`config.mk`:
```
export PLATFORM = sky130hd
export DESIGN_NAME = top_hamming_codec
export DESIGN_NICKNAME = d
export VERILOG_FILES = /design/src/rtl/top_hamming_codec.sv
export SDC_FILE = /design/constraint.sdc
export NUM_CORES = 1
export LEC_CHECK = 0
export CAP_MARGIN = 20
export CORE_ASPECT_RATIO = 0.75
export CORE_MARGIN = 2
export CORE_UTILIZATION = 40
export DETAILED_ROUTE_END_ITERATION = 8
export GPL_ROUTABILITY_DRIVEN = 0
export PLACE_DENSITY = 0.71
export RECOVER_POWER = 25
export SLEW_MARGIN = 20
export SYNTH_ARGS = -nofsm -noshare
export SYNTH_HDL_FRONTEND = slang
export SYNTH_SLANG_ARGS = --single-unit
```
`constraint.sdc`:
```
create_clock -name clk -period 1.7 [get_ports clk]
set_input_delay 0.34 -clock clk [delete_from_list [all_inputs] [get_ports clk]]
set_output_delay 0.34 -clock clk [all_outputs]
set_load 0.01 [all_outputs]
```
`src/rtl/top_hamming_codec.sv`:
```
// Hamming(7,4) encode -> error-inject -> single-error-correcting decode loopback.
// Two registered stages: encoded/corrupted word, then corrected outputs.
module top_hamming_codec (
  input  logic       clk,
  input  logic       rst,
  input  logic [3:0] d_in,
  input  logic [6:0] error,
  output logic [3:0] d_out,
  output logic [6:0] codeword,
  output logic [2:0] syndrome,
  output logic       err_flag
);

  // Bit k of the result is Hamming position k+1; parity sits at positions 1, 2, 4.
  function automatic logic [6:0] encode(input logic [3:0] d);
    logic p1, p2, p4;
    p1 = d[0] ^ d[1] ^ d[3];
    p2 = d[0] ^ d[2] ^ d[3];
    p4 = d[1] ^ d[2] ^ d[3];
    return {d[3], d[2], d[1], p4, d[0], p2, p1};
  endfunction

  logic [6:0] enc_q, enc_d;
  logic [6:0] rx_q, rx_d;
  logic [3:0] dout_q, dout_d;
  logic [6:0] cw_q;
  logic [2:0] syn_q, syn_d;
  logic       flag_q, flag_d;
  logic [6:0] fixed;

  always_comb begin
    enc_d = encode(d_in);
    rx_d  = enc_d ^ error;
  end

  always_comb begin
    syn_d[0] = rx_q[0] ^ rx_q[2] ^ rx_q[4] ^ rx_q[6];
    syn_d[1] = rx_q[1] ^ rx_q[2] ^ rx_q[5] ^ rx_q[6];
    syn_d[2] = rx_q[3] ^ rx_q[4] ^ rx_q[5] ^ rx_q[6];
    fixed    = rx_q;
    // Non-zero syndrome names the 1-based position to flip; weight>=2 miscorrects by design.
    for (int unsigned k = 0; k < 7; k++) begin
      if (syn_d == 3'(k + 1)) fixed[k] = ~rx_q[k];
    end
    dout_d = {fixed[6], fixed[5], fixed[4], fixed[2]};
    flag_d = (syn_d != '0);
  end

  always_ff @(posedge clk) begin
    if (rst) begin
      enc_q  <= '0;
      rx_q   <= '0;
      dout_q <= '0;
      cw_q   <= '0;
      syn_q  <= '0;
      flag_q <= 1'b0;
    end else begin
      enc_q  <= enc_d;
      rx_q   <= rx_d;
      dout_q <= dout_d;
      cw_q   <= enc_q;
      syn_q  <= syn_d;
      flag_q <= flag_d;
    end
  end

  assign d_out    = dout_q;
  assign codeword = cw_q;
  assign syndrome = syn_q;
  assign err_flag = flag_q;

endmodule

```
==> out/qor.txt, run 1 <==
Yosys warnings: 0
root buffer cell: clkbuf_4
Max Fclk: 591 MHz
initial antenna violation count: 0
initial core utilization: 43.4%
TritonCTS clock tree: built
htree depth: 2
total of max-cap violations: 0
# hold bufs at CTS: 0
number of DRC markers in iteration 0: 22
final setup fails: 0
Multi-input gate area: 474 sq um
Detail Route Antenna Nets: 0
CP endpoint kind: flip-flop
worst hold path class: flip-flop to flip-flop
Placed Area: 1370 sq um
most common cell in the netlist: dfxtp_1
IR drop worst, VDD: 0.489 mV
Seq. cell area: 582 sq um
Yosys reg bits: 29
CP startpoint kind: flip-flop
final slew viol count: 0
Post-Layout Inst Area: 1490 sq um
CTS Buf Count: 5
largest net degree at the start of global routing: 19
via count: 709
Clock Skews: 0.00711 ns
Power per Cell Area: 1100 nW/um^2
GR Overflow Total: 0
final count of hold timing violations: 0
net count reported at finish: 145
worst r2r src: rx_q[4]
# port buffers: 27
hpwl dp: 1.26 mm
crit path time final: 1.69 ns
met1 wire length: 781 um
DRC violations left: 0
Max-slew headroom: 76.3%
# rows: 15
EDFF count, synth: 0
Post-Synthesis Cell Area: 1030 sq um
Die Width: 62.5 um
layout cells sized above 1: 16.5%
Distinct cells, synth: 16
Mapped Nets: 107
CP Class: flip-flop to flip-flop
HP Start: enc_q[0]
first-pass GRT wire length: 2.78 mm
WL final: 1.69 mm
Core Footprint: 2360 sq um
ranking of synthesized cells by area: dfxtp_1, xnor2_1, nor2b_1, nor2_1, xor2_1
synthesized instance count: 94
met3 WL post-DR: 133 um
Layout area overhead: 44.6%
per-cell routed wire length: 10.1 um
filler instances: 212
drt pass-1 iters: 4
CP startpoint: rx_q[4]
metal2 WL: 766 um
routed vias/inst: 4.25
clk slew on worst S/H paths: 0.08 ns
Clock Tree Buf Depth: 2
most instantiated cells after synthesis: dfxtp_1, nor2_1, nor2b_1
critical path fanouts, max: 5
CP Data Required Time: 1.91 ns
RSZ-0062 raised after global routing: yes
Worst-Margin Slew: 0.352 ns
total design power: 1.63 mW
fin crit share: 99.5%
Arrival @ worst endpoint: 1.90 ns
Avg Inst Size Synth: 10.9 sq um
Yosys top cell by area: dfxtp_1
die height: 47.9 um
Async SR Flop Fraction: 0%
leak pwr: 0.600 nW
result of the run: finished, final reports clean
Total Routing Usage GR: 13.1%
Synth top area share: 56.5%
antenna cell count: 0
Die Area: 2990 sq um
io pins: 28
Main synth FF type: dfxtp_1
clk sink count: 29
vias in the first global route: 640
uppermost layer routed: met4
Skew-Pair Late Insertion Delay: 0.32 ns
Seq/Total Area, Yosys: 56.5%
WHS: 0.433 ns
## area by class of cell
cell class | instances | area share (%)
clock buffers | 7 | 4.38
clock inverters | 1 | 0.337
multi-input cells | 62 | 31.9
flip-flops and latches | 29 | 39.2
well taps | 34 | 2.86
repair buffers | 34 | 21.3
## flip-flops by register name, summed over array words and instances (netlist names)
register,count
d_out,4
rx_q,7
enc_q,7
codeword,7
syndrome,3
err_flag,1
## cells in the final DEF (no fill, tap or decap), types with 2 or more instances in the layout
cell             synthesis  routed
buf_4                    0       5
clkbuf_4                 0       5
clkbuf_8                 0       2
clkdlybuf4s50_1          0      26
dfxtp_1                 29      28
mux2_1                   3       3
nand3_1                  2       2
nor2_1                  16      16
nor2b_1                 14      14
xnor2_1                 12       8
xnor2_2                  0       4
xor2_1                   6       6
## kinds of logic (layout without fill, tap and decap cells)
family	after synthesis	count (layout)	synth area share, %
AND/OR/NAND/NOR	35	35	17.4
flip-flops	29	29	56.5
XOR/XNOR	20	20	19.1
AO/OA/AOI/OAI	4	4	2.56
multiplexers	3	3	3.29
buffers and inverters	3	42	1.10
## path summary, 6_finish.rpt
path / to / depth (start not counted) / slack (ns)
max: d_out[0] / 4 / 0.008
min reg2reg: codeword[0] / 1 / 0.43
max reg2reg: d_out[0] / 4 / 0.008
min: codeword[0] / 1 / 0.43
## through the flow
| stage | util (%) | setup WS (ns) | std cells | setup TNS, ns |
|---|---|---|---|---|
| 3_3_place_gp | 58.1 | -0.000442 | 158 | -0.000442 |
| 6_report | 62.8 | 0.00831 | 167 | 0 |
| 2_1_floorplan | - | 0.0648 | 94 | 0 |
| 5_1_grt | 62.8 | -0.0541 | 167 | -0.0885 |
| 3_5_place_dp | 58.1 | -0.00870 | 158 | -0.0149 |
| 4_1_cts | 61.4 | 0.00557 | 166 | 0 |
## repair_timing
action / in CTS / in global routing
gates resized for setup: 2 / 5
cloned: 0 / 0
pin swaps: 1 / 1
setup buffers: 0 / 1
setup endpoints to repair: 1 / 3
## worst max-delay path, cell delays in order, from the launching register on
cell and delay, ns:
dfxtp_2 0.33, xnor3_1 0.44, xor2_2 0.27, a21boi_2 0.22
mux2_1 0.32
## layer usage
layer / vias up / global-route usage, %
li1: 372 / -
met1: 306 / 14.4
met2: 29 / 21.5
met3: 2 / 7.06
met4: 0 / 6.67
met5: - / 0
## report_power, final
group | internal, mW | leakage [nW] | switching (mW)
clock | 0.239 | 0.0413 | 0.216
sequential | 0.752 | 0.241 | 0.0271
combinational | 0.226 | 0.318 | 0.168
total | 1.22 | 0.600 | 0.411
No activity file was read; power rests on OpenSTA's default activity.
==> run 2: changes to the inputs <==
--- a/config.mk
+++ b/config.mk
@@ -5,7 +5,7 @@
 export SDC_FILE = /design/constraint.sdc
 export NUM_CORES = 1
 export LEC_CHECK = 0
-export CAP_MARGIN = 20
+export CAP_MARGIN = 10
 export CORE_ASPECT_RATIO = 0.75
 export CORE_MARGIN = 2
 export CORE_UTILIZATION = 40
==> results of run 2 <==
The final DEF is identical to that of run 1; final timing and power are the same.
